File: config.mk
export PLATFORM = sky130hd
export DESIGN_NAME = rd_port_arbiter
export DESIGN_NICKNAME = d
export VERILOG_FILES = /design/src/rtl/rd_arb_pkg.sv /design/src/rtl/rr_arb2.sv /design/src/rtl/rd_port_arbiter.sv
export SDC_FILE = /design/constraint.sdc
export NUM_CORES = 1
export LEC_CHECK = 0
export BUFFER_PORTS_ARGS = -buffer_cell sky130_fd_sc_hd__buf_2
export CORE_MARGIN = 3
export CORE_UTILIZATION = 45
export CTS_BUF_LIST = sky130_fd_sc_hd__clkbuf_8
export DETAILED_ROUTE_END_ITERATION = 8
export HOLD_SLACK_MARGIN = 0.05
export MAX_ROUTING_LAYER = met4
export PLACE_DENSITY = 0.8
export SKIP_LAST_GASP = 1
export SLEW_MARGIN = 20
export SYNTH_ARGS = -nofsm -noshare
export SYNTH_HDL_FRONTEND = slang
export SYNTH_SLANG_ARGS = --single-unit
File: constraint.sdc
create_clock -name rd_clk -period 1.3 [get_ports rd_clk]
set_input_delay 0.325 -clock rd_clk [delete_from_list [all_inputs] [get_ports rd_clk]]
set_output_delay 0.325 -clock rd_clk [all_outputs]
set_load 0.01 [all_outputs]
File: src/rtl/rd_arb_pkg.sv
// Shared types and constants for the FIFO read-port arbiter.
//   state_t    : two-state burst FSM encoding
//   NUM_REQ    : number of consumers sharing the read port
//   DATA_W_DEF : default FIFO read-data width
//   LEN_W_DEF  : default burst-length field width (field k = k+1 beats)
package rd_arb_pkg;

   typedef enum logic {
      IDLE  = 1'b0,
      BURST = 1'b1
   } state_t;

   localparam int NUM_REQ    = 2;
   localparam int DATA_W_DEF = 8;
   localparam int LEN_W_DEF  = 4;

endpackage

File: src/rtl/rr_arb2.sv
// Two-way round-robin pick, purely combinational.
//   i_req      : per-consumer request
//   i_last_gnt : one-hot of the consumer granted most recently
//   o_winner   : one-hot winner (zero when nobody requests)
module rr_arb2
   import rd_arb_pkg::*;
(
   input  logic [NUM_REQ-1:0] i_req,
   input  logic [NUM_REQ-1:0] i_last_gnt,
   output logic [NUM_REQ-1:0] o_winner
);

   always_comb begin
      o_winner = '0;
      case (i_req)
         2'b01:   o_winner = 2'b01;
         2'b10:   o_winner = 2'b10;
         // contention: whoever did not win last time goes first
         2'b11:   o_winner = i_last_gnt[0] ? 2'b10 : 2'b01;
         default: o_winner = '0;
      endcase
   end

endmodule

File: src/rtl/rd_port_arbiter.sv
// Shares one FIFO read port between two burst consumers.
//   rd_clk / rd_rst          : read-domain clock, async active-high reset
//   fifo_empty, fifo_rd_data : FIFO read side; fifo_rd_en pops one word
//   req, req_len0/1          : burst requests and lengths (field k = k+1 beats)
//   gnt                      : registered one-hot grant
//   m_valid/m_ready/m_last   : per-consumer handshake, m_data shared
//   busy                     : high while a burst is in progress
//
// state | meaning
// ------+------------------------------------------------------------
// IDLE  | no owner; a pending request is arbitrated and latched here
// BURST | gnt owns the port until the beat with beat_cnt==len_q pops
module rd_port_arbiter
   import rd_arb_pkg::*;
#(
   parameter int DATA_W = DATA_W_DEF,
   parameter int LEN_W  = LEN_W_DEF
) (
   input  logic                rd_clk,
   input  logic                rd_rst,
   input  logic                fifo_empty,
   input  logic [DATA_W-1:0]   fifo_rd_data,
   output logic                fifo_rd_en,
   input  logic [NUM_REQ-1:0]  req,
   input  logic [LEN_W-1:0]    req_len0,
   input  logic [LEN_W-1:0]    req_len1,
   output logic [NUM_REQ-1:0]  gnt,
   output logic [NUM_REQ-1:0]  m_valid,
   input  logic [NUM_REQ-1:0]  m_ready,
   output logic [DATA_W-1:0]   m_data,
   output logic [NUM_REQ-1:0]  m_last,
   output logic                busy
);

   state_t               r_state;
   state_t               w_state_nxt;
   logic [NUM_REQ-1:0]   r_gnt;
   logic [NUM_REQ-1:0]   r_last_gnt;
   logic [LEN_W-1:0]     r_len_q;
   logic [LEN_W-1:0]     r_beat_cnt;
   logic [NUM_REQ-1:0]   w_winner;
   logic                 w_grant_load;
   logic                 w_pop;
   logic                 w_last_beat;
   logic [NUM_REQ-1:0]   w_valid;

   rr_arb2 u_rr_arb2 (
      .i_req      (req),
      .i_last_gnt (r_last_gnt),
      .o_winner   (w_winner)
   );

   assign w_last_beat = (r_beat_cnt == r_len_q);

   always_comb begin
      w_valid = '0;
      if (r_state == BURST) begin
         w_valid = r_gnt & {NUM_REQ{~fifo_empty}};
      end
   end

   // only the granted lane can be valid, so at most one pop per cycle
   assign w_pop = |(w_valid & m_ready);

   always_comb begin
      w_state_nxt  = r_state;
      w_grant_load = 1'b0;
      case (r_state)
         IDLE: begin
            if (|req) begin
               w_state_nxt  = BURST;
               w_grant_load = 1'b1;
            end
         end
         BURST: begin
            if (w_pop && w_last_beat) begin
               w_state_nxt = IDLE;
            end
         end
         default: w_state_nxt = IDLE;
      endcase
   end

   always_ff @(posedge rd_clk or posedge rd_rst) begin
      if (rd_rst) begin
         r_state    <= IDLE;
         r_gnt      <= '0;
         r_len_q    <= '0;
         r_beat_cnt <= '0;
         // pretend consumer 1 won last so consumer 0 has first priority
         r_last_gnt <= 2'b10;
      end else begin
         r_state <= w_state_nxt;
         if (w_grant_load) begin
            r_gnt      <= w_winner;
            r_last_gnt <= w_winner;
            r_len_q    <= w_winner[1] ? req_len1 : req_len0;
            r_beat_cnt <= '0;
         end else if (w_pop) begin
            r_beat_cnt <= r_beat_cnt + LEN_W'(1);
            if (w_last_beat) begin
               r_gnt <= '0;
            end
         end
      end
   end

   assign gnt        = r_gnt;
   assign m_valid    = w_valid;
   assign fifo_rd_en = w_pop;
   assign m_last     = w_valid & {NUM_REQ{w_last_beat}};
   assign m_data     = fifo_rd_data;
   assign busy       = (r_state == BURST);

endmodule

Word-level counts from Yosys, hierarchy flattened
Index checks and enable logic that the tools add are counted.
Word-level totals
  register bits after elaboration: 12
  output and inout bits: 16
  logic and storage cells: 34
Operators by class
  add/subtract/negate cells: 1
  eq/ne operators: 4
  mux-type cells: 13
  bitwise operators: 5
  reduce and logical (&&, ||, !) cells: 6
Operator list (number)
  two-way mux 4 bit: 3
  two-way mux 2 bit: 5
  AND 2 bit: 3
  one-hot mux 2 bit (3 select lines): 1
  adder 4 x 1 -> 4 bit (second input constant): 1
  == test 2 bit (second input constant): 2
  == test 4 bit: 1
  nonzero test 2 bit: 2
  OR reduction 2 bit: 2
  two-way mux 1 bit: 3
  == test 2 x 1 -> 1 bit (second input constant): 1
  NOT 1 bit: 2
  one-hot mux 1 bit (2 select lines): 1
  AND reduction 2 bit: 1
  logical AND 1 bit: 1

Longest topological paths before layout
Gate-level depths: netlist of the first run.
  word-level depth: 8
  mapped depth: 5
  depth with buffers taken out: 4

By module
Synthesis of the first run repeated with hierarchy kept, for this count alone.
Second synthesis, totals
  cells, all modules: 77
  area total of the unflattened synthesis: 775.7 um^2
By module, submodules not included
  rd_port_arbiter: instances 1, cells an instance 74, area each 757.0 um^2, seq. area each 326.6 um^2
  rr_arb2: instances 1, cells an instance 3, area each 18.8 um^2, seq. area each 0.0 um^2

Worst setup path before layout of the first run
OpenSTA, ideal clock, no wires.
  path kind: register to output
  from: register r_state (netlist: busy)
  to: output port m_last[1]
  arrival: 1.016 ns
  data required time: 0.975 ns
  path slack: -0.041 ns
  cell stages (with the launch flop): 4
  path through: dfrtp_1 and2b_1 and2_2 nor2b_1
Between the ends
  longest elaborated chain between the ends: 2
RTL lines
  from (decl): line rd_port_arbiter.sv:35  | state_t r_state;
  from (signal assigned): line rd_port_arbiter.sv:93  | r_state <= w_state_nxt;
  two-way mux 2 bit: line rd_port_arbiter.sv:57  | if (r_state == BURST) begin
  named net m_valid[1]: line rd_port_arbiter.sv:28  | output logic [NUM_REQ-1:0] m_valid,
  AND 2 bit: line rd_port_arbiter.sv:111  | assign m_last = w_valid & {NUM_REQ{w_last_beat}};
  to (decl): line rd_port_arbiter.sv:31  | output logic [NUM_REQ-1:0] m_last,
The timed path passes the listed nets, and every way through them passes these cells.

Worst setup path in the final report of the first run
  from: register r_len_q[1]
  to: output port m_last[0]
Between the ends
  longest elaborated chain between the ends: 2
RTL lines
  from (decl): line rd_port_arbiter.sv:39  | logic [LEN_W-1:0] r_len_q;
  from (signal assigned): line rd_port_arbiter.sv:97  | r_len_q <= w_winner[1] ? req_len1 : req_len0;
  == test 4 bit: line rd_port_arbiter.sv:53  | assign w_last_beat = (r_beat_cnt == r_len_q);
  AND 2 bit: line rd_port_arbiter.sv:111
No other way between the ends.

==> results of run 1 <==
==> power groups by stage <==
stage / Clock, W / Combinational, W / Sequential, W
after floorplan: 0 / 0.000504 / 0.000716
after global placement: 0 / 0.000861 / 0.000652
after detailed placement: 0 / 0.000885 / 0.000660
after CTS: 0.000409 / 0.00102 / 0.000652
after global routing: 0.000430 / 0.00124 / 0.000681
final: 0.000402 / 0.00115 / 0.000660
==> Yosys cell counts, drive strengths merged <==
cell / instances / area (um^2)
nand4: 2 / 27.5
a22oi: 1 / 12.5
or2: 1 / 6.26
inv: 2 / 7.51
mux2i: 7 / 70.1
buf: 10 / 76.3
and2b: 2 / 15.0
a211oi: 1 / 7.51
nand2: 9 / 33.8
nor2: 6 / 22.5
o21bai: 1 / 7.51
ha: 1 / 12.5
o22ai: 1 / 6.26
nor2b: 2 / 12.5
o22a: 1 / 10.0
and2: 2 / 15.0
nor3b: 1 / 12.5
o21ai: 5 / 28.8
xnor2: 5 / 43.8
dfrtp: 12 / 300
==> layer usage <==
layer	GRT usage	share of wire	vias to the layer above
met3	0.0234	0.047	7
met4	0.114	0.032	0
met1	0.195	0.42	276
met2	0.288	0.50	16
met5	-	0	-
li1	-	-	288
==> cell families (layout without fill, tap and decap cells) <==
logic type / count (synthesis) / count (layout)
compound gates: 10 / 10
xor+xnor: 5 / 5
flops: 12 / 12
buf+inv: 12 / 39
simple gates: 25 / 25
mux: 7 / 7
fa+ha+maj: 1 / 1
==> metrics by stage <==
| stage | util | instance area [um^2] | instances |
|---|---|---|---|
| after detailed placement | 0.611 | 855 | 107 |
| after CTS | 0.684 | 957 | 115 |
| after global routing | 0.716 | 1000 | 114 |
| final | 0.716 | 1000 | 114 |
| after floorplan | - | 729 | 72 |
| after global placement | 0.611 | 855 | 107 |
==> final cells by class <==
cell class,instances,area [um^2]
sequential,12,302
inverter,2,7.51
fill,101,397
multi-input combinational,48,384
clock buffer,4,55.1
timing repair buffer,33,235
tap,15,18.8
==> flip-flops by register name (all words and copies together) (netlist names) <==
register,cells
r_beat_cnt,4
r_len_q,4
gnt,2
busy,1
r_last_gnt,1
==> what timing repair did <==
item / CTS / global route
hold endpoints to repair: 0 / 0
buffers inserted: 5 / 0
pin swaps: 5 / 6
setup endpoints to repair: 8 / 18
hold buffers: 0 / 0
resized for setup: 9 / 10
==> worst max path at each step <==
| stage | start | end | slack, ns | cells past startpoint |
|---|---|---|---|---|
| 2_1_floorplan | busy | m_last[0] | -0.01 | 3 |
| 3_3_place_gp | r_beat_cnt[3] | m_last[0] | -0.05 | 4 |
| 3_5_place_dp | r_beat_cnt[3] | m_last[1] | -0.1 | 4 |
| 4_1_cts | r_beat_cnt[1] | m_last[1] | -0.29 | 4 |
| 5_1_grt | r_len_q[1] | m_last[0] | -0.37 | 4 |
| 6_report | r_len_q[1] | m_last[0] | -0.32 | 4 |
==> critical path: cells and delay by family (launching register included) <==
family	cells	cell delay, ns
buffers and inverters	1	0.15
xor gates and xnor gates	1	0.16
DFF	1	0.39
and+or+nand+nor	2	0.36
==> impl_metrics.ini, run 1 <==
[run_status]
run_status = finished, violations left
failed_checks = negative setup slack

[pwr]
powerDensity_nw_per_um2 = 2210
fin_total_pwr_w = 0.00221
p_seq_frac = 0.298
leakage_nw = 0.523
intPower_w = 0.00145
p_sw_w = 0.000766
swShare = 0.346
clkPwrFrac = 0.182
p_comb_frac = 0.520
peakVddDrop_mv = 1.41

[detailed_routing]
num_vias = 587
drt_first_pass_iters = 2
wl_per_cell_um = 13.1
wl_um = 1500
drtIter0Drc = 9
drtAntennaViolNets = 0
remaining_drc_errors = 0
vias_per_cell = 5.15

[clock_tree]
root_buffer = clkbuf_8
cts_tree = yes
clk_pin_slew_ns = 0.05
h-tree-depth = 1
cts_sinks = 12
numCtsBuffers = 3
clock_path_buffers = 2
clock_latency_ns = 0.24

[place]
dp.final_hpwl_um = 1060
port_buffers = 22
place_congestion = 0.679
place_ws_ns = -0.0965

[global_routing]
overflow = 0
antenna_found_initial = 0
grt_pass1_wl_um = 2510
grt_max_degree = 13
grt_usage = 0.175
grt_pass1_vias = 583

[timing]
tightest_slew_ns = 0.436
fmax_mhz = 617
rsz0062_at_grt = true
hold_viol = 0
fin_crit_sh = 1.25
setup_ws_ns = -0.320
final.min_clock_period_ns = 1.62
whs_ns = 0.0749
final_max_slew_viol_count = 0
finClkSkew_ns = 0.00115
finalSetupViolCount = 13
relSlewSlack = 0.709
finalSetupTns_ns = -1.42

[final_layout]
n_antenna_cell = 0
final_common_cell = buf_2
nets = 124
layout-drive-gt1-share = 0.505
layout_common_cells = buf_2, dfrtp_1, nand2_1, buf_6, buf_4
area_growth_pct = 37.6

[floorplan]
ioPinCount = 39
die_w_um = 46.2
core-area_um2 = 1400
die_area_um2 = 2140
start_util = 0.521
rows = 13
fp.dieH_um = 46.2

[critical_path]
cp.arrival_ns = 1.29
slowest_stage = dfrtp_1
critical_path.max_stage_delay_ns = 0.39
reg2reg_depth = 5
end_kind = primary output
r2r_start = r_len_q[1]
crit_path_start_kind = register
rrSetupSlack_ns = -0.08
cp.required_ns = 0.98
worst-path-max-fanout = 3
path_cells = xnor2_1 > nand4_1 > nor2b_1 > buf_2
criticalPathCategory = reg -> out
regToRegEndpoint = gnt[1]

[synth]
syn_inst = 72
synth.avg_cell_area_um2 = 10.1
seq_area_frac_synth = 0.412
synthXorXnorAreaFrac = 0.0601
synth_top_family_by_area = simple AND/OR/NAND/NOR gates
synthSimpleGateAreaFrac = 0.199
synth-compound-area-share = 0.0997
ys_types = 24
synthMuxAreaShare = 0.0962
syn_nets = 96
ys_ff_latch = 12
synth_warnings = 0
synthAdderAreaFrac = 0.0172
syn_area_um2 = 728

[flow_run]
drv_cap = 0

[hold_path]
hp-class = in -> async
Note: power is estimated with default switching activity, not from simulation.
==> inputs of run 2 (changes only) <==
--- a/config.mk
+++ b/config.mk
@@ -6,6 +6,7 @@
 export NUM_CORES = 1
 export LEC_CHECK = 0
 export BUFFER_PORTS_ARGS = -buffer_cell sky130_fd_sc_hd__buf_2
+export CORE_ASPECT_RATIO = 1.2
 export CORE_MARGIN = 3
 export CORE_UTILIZATION = 45
 export CTS_BUF_LIST = sky130_fd_sc_hd__clkbuf_8
==> constraint.sdc (replaced) <==
create_clock -name rd_clk -period 1.3 [get_ports rd_clk]
set_input_delay 0.325 -clock rd_clk [delete_from_list [all_inputs] [get_ports rd_clk]]
set_output_delay 0.325 -clock rd_clk [all_outputs]
set_load 0.005 [all_outputs]
==> impl_metrics.ini, run 2 (synthesis results as in run 1) <==
[run_status]
run_status = finished, violations left
failed_checks = negative setup slack

[timing]
finalSetupViolCount = 9
fin_crit_sh = 1.20
finClkSkew_ns = 0.00348
hold_viol = 0
final.min_clock_period_ns = 1.56
final_max_slew_viol_count = 0
fmax_mhz = 643
tightest_slew_ns = 0.456
relSlewSlack = 0.696
whs_ns = 0.0854
rsz0062_at_grt = true
setup_ws_ns = -0.256

[global_routing]
grt_usage = 0.171
grt_max_degree = 13
grt_pass1_wl_um = 2660
antenna_found_initial = 0
grt_pass1_vias = 648
overflow = 0

[pwr]
peakVddDrop_mv = 1.04
leakage_nw = 0.521
powerDensity_nw_per_um2 = 2110

[critical_path]
cp.required_ns = 0.98
endpoint = m_last[1]
r2r_start = r_beat_cnt[3]
reg2reg_depth = 5
startpoint = r_beat_cnt[3]
rrSetupSlack_ns = -0.06
criticalPathCategory = reg -> out
crit_family = flip-flops
end_kind = primary output
slowest_stage = dfrtp_1
regToRegEndpoint = gnt[0]
critPathBufInv = 1
path_cells = xnor2_1 > nand4_1 > nor2b_1 > buf_2
worst-path-max-fanout = 3
crit_path_start_kind = register
cp.depth = 4
cp.arrival_ns = 1.23
critical_path.max_stage_delay_ns = 0.38

[detailed_routing]
wl_per_cell_um = 12.9
num_vias = 589
drtIter0Drc = 2
drtAntennaViolNets = 0
drt_first_pass_iters = 3
remaining_drc_errors = 0
wl_um = 1540
vias_per_cell = 4.95

[clock_tree]
cts_tree = yes
cts_hold_buf = 0
clk_pin_slew_ns = 0.05
h-tree-depth = 1
clock_path_buffers = 2
root_buffer = clkbuf_8
clock_latency_ns = 0.24
numCtsBuffers = 3
cts_sinks = 12

[final_layout]
fin_area_um2 = 1000
layout-drive-gt1-share = 0.529
final_common_cell = buf_2
nets = 127
final_util = 0.678
area_growth_pct = 38.0
final_cells = 119
multi_input_comb_area_um2 = 389
layout_common_cells = buf_2, buf_4, dfrtp_1
seqCellArea_um2 = 300
n_antenna_cell = 0
fillCellCount = 111

[floorplan]
ioPinCount = 39
rows = 15
start_util = 0.491
die_w_um = 42.7
core-area_um2 = 1480
fp.dieH_um = 50.1
die_area_um2 = 2140

[place]
place_area_um2 = 871
port_buffers = 22
dp.cells = 111
dp.final_hpwl_um = 1210
place_congestion = 0.758

[flow_run]
drv_cap = 0

[hold_path]
hp-class = in -> async
==> run 2: cell types whose count changed in the layout (fill, tap and decap cells not counted), sizes merged <==
cell and delta:
buf +3
==> run 2: metal layers <==
layer | track usage | vias to the layer above | share of wire | wire [um]
met5 | - | - | 0 | 0
met4 | 0.114 | 0 | 0.018 | 27
met1 | 0.173 | 278 | 0.39 | 606
li1 | - | 292 | - | -
met2 | 0.290 | 17 | 0.55 | 846
met3 | 0.0328 | 2 | 0.036 | 56
==> run 2: layout make-up <==
type | instances | area share
multi-input cells | 48 | 0.387
flip-flops and latches | 12 | 0.299
repair buffers | 36 | 0.230
clock buffers | 4 | 0.0548
well taps | 17 | 0.0212
inverters | 2 | 0.00747
==> run 2: through the flow <==
stage / TNS, ns / setup slack (ns) / total power, W
after floorplan: 0 / 0.0360 / 0.00118
after global placement: -0.169 / -0.0428 / 0.00150
after detailed placement: -0.279 / -0.0618 / 0.00154
after CTS: -1.41 / -0.265 / 0.00206
after global routing: -1.69 / -0.354 / 0.00229
final: -1.01 / -0.256 / 0.00212
==> run 2: worst reg2reg max path: stages, from the launching register on <==
cell and delay, ns:
dfrtp_1 0.38, xnor2_1 0.18, nand4_1 0.18, buf_4 0.19, nor3b_4 0.21, o21bai_1 0.10
==> run 2: worst min path at each step <==
stage,endpoint,cells past startpoint,slack [ns]
floorplan,busy,1,0.19
global placement,r_beat_cnt[2],2,0.35
detailed placement,r_beat_cnt[2],2,0.35
CTS,r_beat_cnt[2],2,0.1
global route,r_beat_cnt[2],2,0.13
finish,r_beat_cnt[2],2,0.09
==> run 2: repair_timing <==
item	in CTS	in global routing
buffers inserted	3	3
gates cloned	0	0
endpoints found under the setup margin	6	13
gates resized for setup	6	8
pin swaps	4	6
==> run 2: where the power goes <==
part           leakage [nW]  switching, W  total [W]  internal [W]
logic                 0.344      0.000477    0.00108      0.000603
registers             0.149      0.000109   0.000645      0.000537
clock network        0.0288      0.000131   0.000398      0.000267
total                 0.521      0.000717    0.00212       0.00141
==> inputs of run 3 (changes only) <==
--- a/config.mk
+++ b/config.mk
@@ -13,7 +13,7 @@
 export DETAILED_ROUTE_END_ITERATION = 8
 export HOLD_SLACK_MARGIN = 0.05
 export MAX_ROUTING_LAYER = met4
-export PLACE_DENSITY = 0.8
+export PLACE_DENSITY = 0.79
 export SKIP_LAST_GASP = 1
 export SLEW_MARGIN = 20
 export SYNTH_ARGS = -nofsm -noshare
==> impl_metrics.ini, run 3 (synthesis results as in run 1) <==
[global_routing]
grt_pass1_wl_um = 2990
overflow = 0
grt_max_degree = 13
grt_pass1_vias = 645
antenna_found_initial = 0
grt_usage = 0.198

[pwr]
p_comb_frac = 0.499
peakVddDrop_mv = 1.14
p_sw_w = 0.000779
p_seq_frac = 0.308
leakage_nw = 0.515
swShare = 0.358
intPower_w = 0.00139
clkPwrFrac = 0.193
powerDensity_nw_per_um2 = 2220

[detailed_routing]
wl_um = 1780
wl_per_cell_um = 15.2
num_vias = 627
vias_per_cell = 5.36
drtAntennaViolNets = 0
remaining_drc_errors = 0
drtIter0Drc = 3
drt_first_pass_iters = 4

[critical_path]
crit_path_start_kind = register
cp.required_ns = 0.98
cp.depth = 4
crit_family = flip-flops
cp.arrival_ns = 1.33
criticalPathCategory = reg -> out
end_kind = primary output
slowest_stage = dfrtp_1
worst-path-max-fanout = 3
critPathBufInv = 1
path_cells = xnor2_1 > nand4_1 > nor2b_1 > buf_2
critical_path.max_stage_delay_ns = 0.40
reg2reg_depth = 5

[place]
port_buffers = 22
dp.cells = 108
place_congestion = 0.741
place_area_um2 = 848
dp.final_hpwl_um = 1160
place_ws_ns = -0.0618

[final_layout]
layout-drive-gt1-share = 0.510
fin_area_um2 = 980
area_growth_pct = 34.5
n_antenna_cell = 0
final_cells = 117
final_common_cell = buf_2
layout_common_cells = buf_2, dfrtp_1, buf_4
nets = 125

[clock_tree]
h-tree-depth = 1
cts_sinks = 12
cts_hold_buf = 0
clk_pin_slew_ns = 0.06
clock_latency_ns = 0.25
clock_path_buffers = 2
cts_tree = yes
root_buffer = clkbuf_8
numCtsBuffers = 3

[flow_run]
drv_cap = 0

[run_status]
failed_checks = negative setup slack
run_status = finished, violations left

[timing]
finalSetupViolCount = 10
final.min_clock_period_ns = 1.66
setup_ws_ns = -0.358
finalSetupTns_ns = -1.55
relSlewSlack = 0.699
rsz0062_at_grt = true
hold_viol = 0
final_max_slew_viol_count = 0
finClkSkew_ns = 0.00338
fin_crit_sh = 1.28
whs_ns = 0.0725
tightest_slew_ns = 0.451
fmax_mhz = 603

[floorplan]
ioPinCount = 39
rows = 15
core-area_um2 = 1480
start_util = 0.491
die_area_um2 = 2140
die_w_um = 42.7
fp.dieH_um = 50.1

[hold_path]
hp-class = in -> async
## run 3: cell types whose count changed in the layout (fill, tap and decap cells not counted), sizes merged
cell  previous run  this run
buf             36        34
## run 3: power groups by stage
stage          Clock, W  Combinational, W  Sequential (W)
6_report       0.000419           0.00108        0.000669
5_1_grt        0.000440           0.00119        0.000686
4_1_cts        0.000424          0.000978        0.000664
3_5_place_dp          0          0.000819        0.000673
3_3_place_gp          0          0.000796        0.000665
2_1_floorplan         0          0.000485        0.000698
## run 3: path summary, 6_finish.rpt
| check | startpoint | endpoint | slack (ns) |
|---|---|---|---|
| worst min register to register | r_beat_cnt[3] | r_beat_cnt[3] | 0.51 |
| min in group rd_clk | req_len1[0] | r_len_q[0] | 0.36 |
| worst min-delay path | rd_rst | r_beat_cnt[1] | 0.07 |
| worst max-delay path | r_beat_cnt[2] | m_last[1] | -0.36 |
| max in group asynchronous | rd_rst | r_last_gnt[0] | 0.92 |
| worst max register to register | r_beat_cnt[2] | gnt[0] | -0.14 |
## run 3: what timing repair did
item                       in CTS  in global routing
setup endpoints to repair       9                 13
gates resized for setup         6                  7
buffers inserted                6                  0
pin swaps                       6                  7
## run 3: layout make-up
class	instances	area [um^2]
tap	17	21.3
multi-input combinational	48	379
fill	114	503
timing repair buffer	34	216
clock buffer	4	55.1
sequential	12	300
inverter	2	7.51
## run 3: through the flow
step	total power, W	utilization
5_1_grt	0.00231	0.661
6_report	0.00217	0.661
4_1_cts	0.00207	0.640
3_3_place_gp	0.00146	0.572
2_1_floorplan	0.00118	-
3_5_place_dp	0.00149	0.572
## run 3: per-layer routing
metal	track usage	up-vias	part of all wire
met5	-	-	0
met4	0.150	0	0.041
met3	0.0584	11	0.051
met2	0.310	24	0.52
met1	0.204	299	0.39
li1	-	293	-
